$ cat config.mk
export PLATFORM = sky130hd
export DESIGN_NAME = level_checker_p
export DESIGN_NICKNAME = d
export VERILOG_FILES = /design/src/rtl/level_checker_p.sv
export SDC_FILE = /design/constraint.sdc
export NUM_CORES = 1
export LEC_CHECK = 0
export CAP_MARGIN = 5
export CORE_UTILIZATION = 59
export CTS_CLUSTER_SIZE = 30
export DETAILED_ROUTE_END_ITERATION = 6
export PLACE_DENSITY = 0.86
export SLEW_MARGIN = 15
export SYNTH_ARGS = -nofsm -noshare
export SYNTH_HDL_FRONTEND = slang
export SYNTH_SLANG_ARGS = --single-unit
$ cat constraint.sdc
create_clock -name wb_clk_i -period 21.3 [get_ports wb_clk_i]
set_clock_uncertainty 0.05 [all_clocks]
set_input_delay 5.325 -clock wb_clk_i [delete_from_list [all_inputs] [get_ports wb_clk_i]]
set_output_delay 5.325 -clock wb_clk_i [all_outputs]
set_load 0.02 [all_outputs]
$ cat src/rtl/level_checker_p.sv
// level_checker_p
// Checks each ADC conversion against per-channel soft/hard low/high limits
// held in an external synchronous threshold RAM. Requires a programmable run
// of consecutive violating samples per channel before it flags a violation.
// Captures the source and value of the first soft/hard violation, with a lock
// that a source read releases. Counts crashes and strobes dropped while busy.
// Ports:
//   wb_*          wishbone slave: RAM window below 4*NUM_CHAN, registers at 16'h0100+
//   adc_*         conversion strobe, channel and result from the ADC sequencer
//   soft_reset    drops soft_thresh_valid and the soft lock
//   soft_en/hard_en   enable capture of soft/hard violations
//   soft_viol/hard_viol   one-cycle violation pulses
//   v_in_range    per-channel hard in-range status
//   ram_*         threshold RAM port, address = {type, channel, pol}
//
// state | meaning
// IDLE  | waiting for adc_strb
// CHECK | four RAM compares: soft-low, soft-high, hard-low, hard-high
// SEND  | debounce update, pulses, status and capture
module level_checker_p #(
  parameter int NUM_CHAN    = 32,
  parameter int CHAN_W      = 5,
  parameter int ADC_W       = 12,
  parameter int DEB_W       = 4,
  parameter int DEB_DEFAULT = 1
) (
  input  logic                wb_clk_i,
  input  logic                wb_rst_i,
  input  logic                wb_cyc_i,
  input  logic                wb_stb_i,
  input  logic                wb_we_i,
  input  logic [15:0]         wb_adr_i,
  input  logic [15:0]         wb_dat_i,
  output logic [15:0]         wb_dat_o,
  output logic                wb_ack_o,
  input  logic                adc_strb,
  input  logic [CHAN_W-1:0]   adc_channel,
  input  logic [ADC_W-1:0]    adc_result,
  input  logic                soft_reset,
  input  logic                soft_en,
  input  logic                hard_en,
  output logic                soft_viol,
  output logic                hard_viol,
  output logic [NUM_CHAN-1:0] v_in_range,
  output logic [CHAN_W+1:0]   ram_raddr,
  output logic [CHAN_W+1:0]   ram_waddr,
  input  logic [ADC_W-1:0]    ram_rdata,
  output logic [ADC_W-1:0]    ram_wdata,
  output logic                ram_wen
);

  localparam int AW = CHAN_W + 2;
  localparam logic [15:0]      RAM_LIM    = 16'(4 * NUM_CHAN);
  localparam logic [CHAN_W:0]  NUM_CHAN_L = (CHAN_W + 1)'(NUM_CHAN);
  localparam logic [DEB_W-1:0] DEB_MAX    = '1;

  typedef enum logic [1:0] {IDLE, CHECK, SEND} state_t;

  state_t              state_q;
  logic                ack_q, rd_ram_q;
  logic [AW-1:0]       rd_addr_q;
  logic [15:0]         reg_rdata_q, reg_rd;
  logic [ADC_W-1:0]    res_q;
  logic [CHAN_W-1:0]   ch_q;
  logic [1:0]          ctype_q;
  logic                wait_q, soft_bad_q, hard_bad_q;
  logic                soft_valid_q, hard_valid_q, soft_lock_q, hard_lock_q;
  logic [CHAN_W-1:0]   soft_src_q, hard_src_q;
  logic [ADC_W-1:0]    soft_val_q, hard_val_q;
  logic [15:0]         crash_q, ovr_q;
  logic [DEB_W-1:0]    deb_q;
  logic [DEB_W-1:0]    soft_cnt_q [NUM_CHAN];
  logic [DEB_W-1:0]    hard_cnt_q [NUM_CHAN];
  logic [DEB_W-1:0]    soft_cnt_d, hard_cnt_d;
  logic                soft_flag, hard_flag;
  logic                soft_viol_q, hard_viol_q;
  logic [NUM_CHAN-1:0] v_in_range_q;
  logic [31:0]         vir_pad;

  logic trans, ram_sel, reg_sel, wb_rd_ram, wb_own, cmp_en, cmp_viol, cmp_on;
  logic reg_wr, reg_rd_stb, soft_lock_clr, hard_lock_clr;
  logic dat_unused;

  assign trans     = wb_cyc_i & wb_stb_i & ~ack_q;
  assign ram_sel   = wb_adr_i < RAM_LIM;
  assign reg_sel   = wb_adr_i[15:4] == 12'h010;
  assign wb_rd_ram = trans & ram_sel & ~wb_we_i;
  // RAM read port belongs to the wishbone for the trans and the ack cycle
  assign wb_own    = wb_rd_ram | (ack_q & rd_ram_q);
  assign reg_wr    = trans & wb_we_i & reg_sel;
  assign reg_rd_stb = trans & ~wb_we_i & reg_sel;

  assign ram_raddr = wb_rd_ram ? wb_adr_i[AW-1:0] :
                     (ack_q & rd_ram_q) ? rd_addr_q : {ctype_q[1], ch_q, ctype_q[0]};
  assign ram_waddr = wb_adr_i[AW-1:0];
  assign ram_wdata = wb_dat_i[ADC_W-1:0];
  assign ram_wen   = trans & wb_we_i & ram_sel;
  assign wb_ack_o  = ack_q;
  assign wb_dat_o  = !ack_q ? 16'h0 : rd_ram_q ? 16'(ram_rdata) : reg_rdata_q;
  assign dat_unused = ^wb_dat_i;

  assign soft_viol  = soft_viol_q;
  assign hard_viol  = hard_viol_q;
  assign v_in_range = v_in_range_q;
  assign vir_pad    = 32'(v_in_range_q);

  assign soft_lock_clr = soft_reset | (reg_rd_stb & (wb_adr_i[3:0] == 4'h2));
  assign hard_lock_clr = reg_rd_stb & (wb_adr_i[3:0] == 4'h4);

  // wait_q covers the RAM read latency after the compare address changed
  assign cmp_en   = (state_q == CHECK) & ~wait_q & ~wb_own;
  assign cmp_viol = ctype_q[0] ? (ram_rdata < res_q) : (ram_rdata > res_q);
  assign cmp_on   = ctype_q[1] ? hard_valid_q : soft_valid_q;

  always_comb begin
    soft_cnt_d = '0;
    hard_cnt_d = '0;
    if (soft_bad_q)
      soft_cnt_d = (soft_cnt_q[ch_q] == DEB_MAX) ? DEB_MAX : soft_cnt_q[ch_q] + 1'b1;
    if (hard_bad_q)
      hard_cnt_d = (hard_cnt_q[ch_q] == DEB_MAX) ? DEB_MAX : hard_cnt_q[ch_q] + 1'b1;
    soft_flag = soft_cnt_d >= deb_q;
    hard_flag = hard_cnt_d >= deb_q;
  end

  always_comb begin
    reg_rd = '0;
    if (reg_sel) begin
      case (wb_adr_i[3:0])
        4'h0: reg_rd = {15'h0, soft_valid_q};
        4'h1: reg_rd = {15'h0, hard_valid_q};
        4'h2: reg_rd = 16'(soft_src_q);
        4'h3: reg_rd = 16'(soft_val_q);
        4'h4: reg_rd = 16'(hard_src_q);
        4'h5: reg_rd = 16'(hard_val_q);
        4'h6: reg_rd = vir_pad[15:0];
        4'h7: reg_rd = vir_pad[31:16];
        4'h8: reg_rd = crash_q;
        4'h9: reg_rd = 16'(deb_q);
        4'hA: reg_rd = ovr_q;
        default: reg_rd = '0;
      endcase
    end
  end

  always_ff @(posedge wb_clk_i or posedge wb_rst_i) begin
    if (wb_rst_i) begin
      state_q      <= IDLE;
      ack_q        <= 1'b0;
      rd_ram_q     <= 1'b0;
      rd_addr_q    <= '0;
      reg_rdata_q  <= '0;
      res_q        <= '0;
      ch_q         <= '0;
      ctype_q      <= '0;
      wait_q       <= 1'b0;
      soft_bad_q   <= 1'b0;
      hard_bad_q   <= 1'b0;
      soft_valid_q <= 1'b0;
      hard_valid_q <= 1'b0;
      soft_lock_q  <= 1'b0;
      hard_lock_q  <= 1'b0;
      soft_src_q   <= '0;
      hard_src_q   <= '0;
      soft_val_q   <= '0;
      hard_val_q   <= '0;
      crash_q      <= '0;
      ovr_q        <= '0;
      deb_q        <= DEB_W'(DEB_DEFAULT);
      soft_viol_q  <= 1'b0;
      hard_viol_q  <= 1'b0;
      v_in_range_q <= '0;
      for (int i = 0; i < NUM_CHAN; i++) begin
        soft_cnt_q[i] <= '0;
        hard_cnt_q[i] <= '0;
      end
    end else begin
      ack_q       <= trans;
      rd_ram_q    <= wb_rd_ram;
      soft_viol_q <= 1'b0;
      hard_viol_q <= 1'b0;
      if (trans) begin
        rd_addr_q   <= wb_adr_i[AW-1:0];
        reg_rdata_q <= reg_rd;
      end

      if (adc_strb && state_q != IDLE && ovr_q != 16'hFFFF)
        ovr_q <= ovr_q + 16'd1;

      case (state_q)
        IDLE: begin
          if (adc_strb && ({1'b0, adc_channel} < NUM_CHAN_L)) begin
            res_q      <= adc_result;
            ch_q       <= adc_channel;
            soft_bad_q <= 1'b0;
            hard_bad_q <= 1'b0;
            ctype_q    <= 2'd0;
            wait_q     <= 1'b1;
            state_q    <= CHECK;
          end
        end
        CHECK: begin
          if (cmp_en) begin
            if (cmp_on && cmp_viol) begin
              if (ctype_q[1]) hard_bad_q <= 1'b1;
              else            soft_bad_q <= 1'b1;
            end
            if (ctype_q == 2'd3) begin
              state_q <= SEND;
            end else begin
              ctype_q <= ctype_q + 2'd1;
              wait_q  <= 1'b1;
            end
          end else begin
            wait_q <= wb_own;
          end
        end
        SEND: begin
          soft_cnt_q[ch_q] <= soft_cnt_d;
          hard_cnt_q[ch_q] <= hard_cnt_d;
          soft_viol_q      <= soft_flag;
          hard_viol_q      <= hard_flag;
          if (hard_valid_q) v_in_range_q[ch_q] <= ~hard_flag;
          if (hard_flag && !hard_lock_q && hard_en) begin
            hard_src_q  <= ch_q;
            hard_val_q  <= res_q;
            crash_q     <= crash_q + 16'd1;
            hard_lock_q <= 1'b1;
          end
          if (soft_flag && !soft_lock_q && soft_en) begin
            soft_src_q  <= ch_q;
            soft_val_q  <= res_q;
            soft_lock_q <= 1'b1;
          end
          state_q <= IDLE;
        end
        default: state_q <= IDLE;
      endcase

      if (reg_wr) begin
        case (wb_adr_i[3:0])
          4'h0: soft_valid_q <= wb_dat_i[0];
          4'h1: hard_valid_q <= wb_dat_i[0];
          4'h9: deb_q <= (wb_dat_i[DEB_W-1:0] == '0) ? DEB_W'(1) : wb_dat_i[DEB_W-1:0];
          4'hA: ovr_q <= '0;
          default: ;
        endcase
      end

      // clears come last so they override a same-cycle set or write
      if (soft_reset)    soft_valid_q <= 1'b0;
      if (soft_lock_clr) soft_lock_q  <= 1'b0;
      if (hard_lock_clr) hard_lock_q  <= 1'b0;
    end
  end

endmodule

==> results of run 1 <==
placed cells by master, fill, tap and decap left out, types with 7 or more instances in the layout:
cell type          n
nor3_1            16
a21oi_1           11
and3_1             8
o22ai_1           49
buf_4             27
a21o_1            10
nor4_1            11
nor2b_1           21
nand2b_1          11
clkbuf_8          13
o21ai_0          112
clkdlybuf4s50_1  127
o21ai_1           43
mux2i_1          119
nand2_1          391
dfrtp_1          410
ha_1              25
a22oi_1           46
nand4_1           19
mux2_2           143
nand3_1           20
mux4_2            16
o41ai_1            7
nor2_1            73
xnor2_1           12
clkbuf_1          11
clkbuf_16         44
o41ai_2           58
inv_1             21
a22o_1            18
nor4_2             8
nor3b_1            9
xor2_1            18
per-stage QoR:
| step | hold slack, ps | utilization [%] |
|---|---|---|
| 2_1_floorplan | 393 | - |
| 3_3_place_gp | 404 | 64.2 |
| 3_5_place_dp | 410 | 64.2 |
| 4_1_cts | 424 | 68.3 |
| 5_1_grt | 445 | 68.4 |
| 6_report | 427 | 68.4 |
final cells by class:
cell class / count / area (sq um) / share of cell area, %
Timing Repair Buffer: 156 / 1520 / 6.41
Inverter: 25 / 101 / 0.427
Sequential cell: 413 / 10300 / 43.5
Clock inverter: 9 / 113 / 0.474
Multi-Input combinational cell: 1357 / 9780 / 41.2
Clock buffer: 68 / 1320 / 5.56
Tap cell: 455 / 569 / 2.40
state kept, by name, indices dropped and copies added, names as in the netlist, 2 cells and up:
register / count
hard_val_q: 12
deb_q: 4
ovr_q: 16
rd_addr_q: 7
soft_src_q: 5
reg_rdata_q: 16
crash_q: 16
soft_cnt_q: 128
state_q: 2
hard_src_q: 5
ch_q: 5
hard_cnt_q: 128
v_in_range: 32
res_q: 12
ctype_q: 2
soft_val_q: 12
kinds of logic after synthesis:
group           after synthesis
xor+xnor                     30
buf+inv                     168
fa+ha+maj                    25
simple gates                639
mux                         278
flops                       413
compound gates              385
cells in the mapped netlist (12+ instances only):
| cell | count | share of area [%] |
|---|---|---|
| dfrtp_1 | 412 | 49 |
| nor2b_1 | 21 | 0.63 |
| a21oi_1 | 12 | 0.29 |
| nor2_1 | 75 | 1.3 |
| ha_1 | 25 | 1.5 |
| mux2_2 | 143 | 7.7 |
| inv_1 | 22 | 0.39 |
| clkbuf_1 | 65 | 1.2 |
| mux2i_1 | 119 | 5.7 |
| buf_2 | 34 | 0.81 |
| buf_4 | 20 | 0.72 |
| nor4_1 | 12 | 0.36 |
| a22o_1 | 18 | 0.75 |
| o21ai_0 | 112 | 2.7 |
| nor3_1 | 18 | 0.43 |
| xor2_1 | 18 | 0.75 |
| nand2_1 | 391 | 7.0 |
| o22ai_1 | 49 | 1.5 |
| o21ai_1 | 43 | 1.0 |
| nand4_1 | 19 | 0.57 |
| xnor2_1 | 12 | 0.50 |
| mux4_2 | 16 | 1.7 |
| buf_6 | 15 | 0.81 |
| nand3_1 | 20 | 0.48 |
| a22oi_1 | 46 | 1.7 |
| o41ai_2 | 58 | 4.5 |
worst max-delay path, stage by stage:
cell and delay, ps:
clkdlybuf4s50_1 470, nand3b_1 680, clkinv_1 470, nand3_1 180
nor3_2 840, nand2_1 100, o21ai_0 120, clkdlybuf4s50_1 660
report_power, final:
part	internal [mW]	total [mW]	switching, mW	leakage [nW]
clock	0.450	0.765	0.315	0.704
sequential	0.844	0.910	0.0660	5.68
combinational	0.175	0.428	0.253	4.14
worst max path at each step:
stage | endpoint | slack, ps | startpoint | depth (start not counted)
3_5_place_dp | ram_raddr[3] | 7070 | wb_cyc_i | 8
5_1_grt | ram_raddr[3] | 6710 | wb_cyc_i | 8
3_3_place_gp | ram_raddr[5] | 7190 | wb_cyc_i | 8
2_1_floorplan | ch_q[0]$_DFFE_PP0P_ | 4430 | wb_rst_i | 1
6_report | ram_raddr[3] | 7070 | wb_cyc_i | 8
4_1_cts | ram_raddr[3] | 7050 | wb_cyc_i | 8
layer usage:
metal | part of all wire (%) | wire, microns
met5 | 0 | 0
met4 | 4.7 | 2730
met3 | 9.5 | 5510
met2 | 47 | 27300
met1 | 39 | 22500
==> flow_summary_export.csv, run 1 <==
group,metric,value,unit
outcome,status,"finished, final reports clean",
clock_tree,path_clk_slew,60,ps
floorplan,ios,148,
grt,grt_pass1_wl,91700,microns
floorplan,core,34700,sq um
clock_tree,htreeDepth,2,
sta,hold_viol,0,
cells_and_area,diodes,0,
clock_tree,numCtsBuffers,43,
floorplan,die_width,190,microns
sta,finalSetupViolations,0,
logic_synthesis,synth-xor-area-share,1.26,%
clock_tree,cts_hold_buf,0,
logic_synthesis,synthCells,1938,
power_and_ir_drop,ir_drop,0.0896,mV
logic_synthesis,synthAdderAreaFrac,1.50,%
detailed_routing,vias,16464,
place,hpwl,39700,microns
grt,use_met3,6.96,%
clock_tree,cts_buffer_depth,3,
grt,grt_use_met2,52.5,%
clock_tree,cts_root_buffer,"clkbuf_16",
clock_tree,clock-sinks,413,
grt,overflow,0,
grt,grt_util_met1,42.0,%
logic_synthesis,synth-compound-area-share,14.4,%
logic_synthesis,synth.area.mux_share,15.1,%
cells_and_area,drive_above_1_share,17.2,%
setup_path,worstSetupEndpointType,"output port",
logic_synthesis,syn_area,20900,sq um
sta,period_minus_slack,14230,ps
sta,finalMaxSlewViolations,0,
sta,fin_ws,7070,ps
sta,rsz0062_at_grt,"no",
sta,finalCritPeriodShare,66.8,%
sta,tightest_slew,1210,ps
clock_tree,clkLatencyLatePin,560,ps
detailed_routing,avgRoutedWirePerCell,23.4,microns
floorplan,die_area,36200,sq um
detailed_routing,postRouteAntennaNets,0,
detailed_routing,first_pass_iters,6,
min_path,min_path_type,"flip-flop to flip-flop",
cells_and_area,fin_cells,2483,
power_and_ir_drop,power_leakage,10.5,nW
logic_synthesis,synth_seq_cells,413,
logic_synthesis,synthArstFlopShare,100,%
setup_path,r2r_setup_slack,14430,ps
place,place_area,22300,sq um
sta,relSlewSlack,19.3,%
min_path,holdPathEnd,"hard_cnt_q[119]$_DFFE_PP0P_",
power_and_ir_drop,p_total,2.10,mW
sta,fin_tns_setup,0,ps
grt,busiest_layer,"met2",
logic_synthesis,synth.avg_cell_area,10.8,sq um
logic_synthesis,synth_flop_cell,"dfrtp_1",
logic_synthesis,synthSimpleGateAreaFrac,14.2,%
logic_synthesis,synth_nets,2033,
logic_synthesis,seq_area_frac_synth,49.4,%
min_path,hp-start,"hard_cnt_q[119]$_DFFE_PP0P_",
sta,fmax,70.3,MHz
detailed_routing,drc,0,
floorplan,rows,68,
floorplan,initial_core_util,60.3,%
detailed_routing,drt-vias-per-instance,6.63,
cells_and_area,final_area,23700,sq um
setup_path,crit_arrival,8860,ps
floorplan,fp.dieH,190,microns
setup_path,cp-start-kind,"input port",
place,gp_congestion,0.952,
cells_and_area,fin_nets,2091,
min_path,min_path_cells,2,
logic_synthesis,yosys_warnings,0,
cells_and_area,nFillCells,2421,
setup_path,timing.rr.end,"hard_src_q[3]$_DFFE_PP0P_",
logic_synthesis,synthDistinctLibCells,76,
logic_synthesis,synth_edf_count,0,
setup_path,worstPathRequired,15930,ps
logic_synthesis,synth_top_family_by_area,"multiplexers",
setup_path,cp_max_fo,24,
clock_tree,cts_setup_buffers,0,
setup_path,r2r-start,"ch_q[1]$_DFFE_PP0P_",
clock_tree,cts_tree,"done",
cells_and_area,areaGrowthSynthToFinish,13.5,%
setup_path,reg2reg_depth,13,
run,cap_violations,0,
clock_tree,cts.repair.resized,0,
place,port_buffers,127,
power_and_ir_drop,powerDensity,88.6,nW/um^2
detailed_routing,finalWirelength,58100,microns
setup_path,critPathKind,"input port to output port",
grt,grt_usage,32.5,%
grt,antenna_found_initial,0,
place,place_inst,2405,
grt,grt_max_degree,208,
place,place_ws,7070,ps
grt,grt_pass1_vias,16524,
detailed_routing,drt_first_iter_violations,1734,
Note: power is estimated with default switching activity, not from simulation.
==> run 2: changes to the inputs <==
==> constraint.sdc (replaced) <==
create_clock -name wb_clk_i -period 13.94 [get_ports wb_clk_i]
set_clock_uncertainty 0.05 [all_clocks]
set_input_delay 3.485 -clock wb_clk_i [delete_from_list [all_inputs] [get_ports wb_clk_i]]
set_output_delay 3.485 -clock wb_clk_i [all_outputs]
set_load 0.02 [all_outputs]
==> run 2 against run 1 <==
Effect of this change:
- register-to-register slack worse by 8400 ps
- global-route usage is 0.72 points higher
- combinational power is 51% higher
- sequential cell count stayed put
- first-iteration DRC count is 9.5% higher
- largest power group unchanged
==> flow_summary_export.csv, run 2 (synthesis gave the netlist of run 1 again) <==
group,metric,value,unit
detailed_routing,first_pass_iters,7,
sta,finalMaxSlewViolations,0,
grt,grt_pass1_wl,93400,microns
power_and_ir_drop,seqPwrFrac,42.5,%
clock_tree,path_clk_slew,60,ps
sta,fmax,94.1,MHz
place,place_ws,3380,ps
cells_and_area,final_area,23800,sq um
power_and_ir_drop,powerDensity,138,nW/um^2
detailed_routing,drc,0,
run,cap_violations,0,
clock_tree,cts.repair.resized,0,
sta,finalCritPeriodShare,76.2,%
min_path,min_path_type,"flip-flop to flip-flop",
setup_path,worstPathRequired,10400,ps
floorplan,fp.dieH,190,microns
cells_and_area,layout_common_cells,"dfrtp_1 (410), nand2_1 (391), mux2_2 (143)",
detailed_routing,finalWirelength,59300,microns
place,hpwl,40600,microns
sta,relSlewSlack,23.6,%
setup_path,cp_max_fo,24,
detailed_routing,vias,16562,
grt,antenna_found_initial,0,
clock_tree,cts_root_buffer,"clkbuf_16",
clock_tree,numCtsBuffers,43,
power_and_ir_drop,p_switching,0.975,mW
setup_path,crit_arrival,7090,ps
grt,overflow,0,
setup_path,critPathKind,"input port to output port",
detailed_routing,postRouteAntennaNets,0,
clock_tree,cts_setup_buffers,0,
cells_and_area,fin_util,68.6,%
cells_and_area,nFillCells,2374,
cells_and_area,areaGrowthSynthToFinish,13.8,%
grt,grt_pass1_vias,16860,
sta,fin_ws,3320,ps
sta,tightest_slew,1140,ps
clock_tree,clock-sinks,413,
detailed_routing,drt-vias-per-instance,6.67,
floorplan,ios,148,
floorplan,initial_core_util,60.3,%
floorplan,die_width,190,microns
cells_and_area,layout_commonest_cell,"dfrtp_1",
setup_path,worstSetupEndpointType,"output port",
setup_path,cp-start-kind,"input port",
detailed_routing,avgRoutedWirePerCell,23.9,microns
place,place_area,22300,sq um
place,gp_congestion,0.923,
clock_tree,cts_buffer_depth,3,
cells_and_area,fin_nets,2093,
sta,hold_viol,0,
floorplan,core,34700,sq um
sta,finalSetupViolations,0,
clock_tree,htreeDepth,2,
floorplan,rows,68,
sta,rsz0062_at_grt,"no",
power_and_ir_drop,power_leakage,10.6,nW
detailed_routing,drt_first_iter_violations,1899,
cells_and_area,drive_above_1_share,17.6,%
place,port_buffers,127,
power_and_ir_drop,power_frac_clock,37.9,%
power_and_ir_drop,power.internal,2.32,mW
clock_tree,cts_tree,"done",
floorplan,die_area,36200,sq um
grt,grt_max_degree,83,
power_and_ir_drop,switching_share,29.6,%
power_and_ir_drop,power_frac_comb,19.6,%
grt,grt_usage,33.3,%
cells_and_area,diodes,0,
clock_tree,cts_hold_buf,0,
power_and_ir_drop,ir_drop,0.133,mV
sta,period_minus_slack,10620,ps
sta,fin_tns_setup,0,ps
outcome,status,"finished, final reports clean",
clock_tree,clkLatencyLatePin,550,ps
[run 2: changes by cell type in the layout (fill, tap and decap cells not counted), moves of 3 or more]
cell        change
buf_4           +4
bufinv_16       +6
clkbuf_1        -8
clkbuf_8        -4
clkinv_2        +3
clkinvlp_4      +3
[run 2: worst paths after layout]
kind                                        startpoint                          end  slack, ps  cells past startpoint
max in group asynchronous                     wb_rst_i   hard_cnt_q[51]$_DFFE_PP0P_       7940                      4
setup / recovery                              wb_cyc_i                 ram_raddr[3]       3320                      8
min in group asynchronous                     wb_rst_i          hard_viol$_DFF_PP0_       3460                      2
hold reg to reg            soft_cnt_q[127]$_DFFE_PP0P_  soft_cnt_q[127]$_DFFE_PP0P_        430                      2
setup reg to reg                   ch_q[1]$_DFFE_PP0P_   hard_val_q[11]$_DFFE_PP0P_       6080                     14
hold / removal             soft_cnt_q[127]$_DFFE_PP0P_  soft_cnt_q[127]$_DFFE_PP0P_        430                      2
[run 2: metrics by stage]
| step | power (mW) | instances | hold slack (ps) |
|---|---|---|---|
| 5_1_grt | 3.40 | 2483 | 434 |
| 6_report | 3.29 | 2483 | 425 |
| 2_1_floorplan | 1.87 | 1938 | 393 |
| 3_5_place_dp | 2.04 | 2408 | 409 |
| 4_1_cts | 3.28 | 2483 | 422 |
| 3_3_place_gp | 2.01 | 2408 | 404 |
[run 2: area by class of cell]
type	count	area, sq um	area share (%)
inverters	25	97.6	0.410
clock inverters	20	315	1.32
multi-input cells	1357	9770	41.0
clock buffers	55	1210	5.09
repair buffers	158	1500	6.32
flip-flops and latches	413	10300	43.4
well taps	455	569	2.39
[run 2: critical path: stages]
cell,delay [ps]
clkdlybuf4s50_1,450
nand3b_1,760
clkinv_1,500
nand3_1,160
nor3_2,830
nand2_1,130
o21ai_0,120
clkdlybuf4s50_1,630
[run 2: power by group through the flow]
stage | clock network, mW | logic, mW | registers, mW
5_1_grt | 1.30 | 0.685 | 1.41
2_1_floorplan | 0 | 0.506 | 1.36
6_report | 1.25 | 0.645 | 1.40
4_1_cts | 1.25 | 0.632 | 1.40
3_5_place_dp | 0 | 0.627 | 1.41
3_3_place_gp | 0 | 0.607 | 1.41
[run 2: metal layers]
layer | routed length (microns) | vias up | global-route usage [%]
li1 | - | 7085 | -
met1 | 23200 | 8266 | 43.7
met3 | 5240 | 211 | 6.11
met2 | 28300 | 1000 | 53.5
met5 | 0 | - | 0
met4 | 2640 | 0 | 15.8
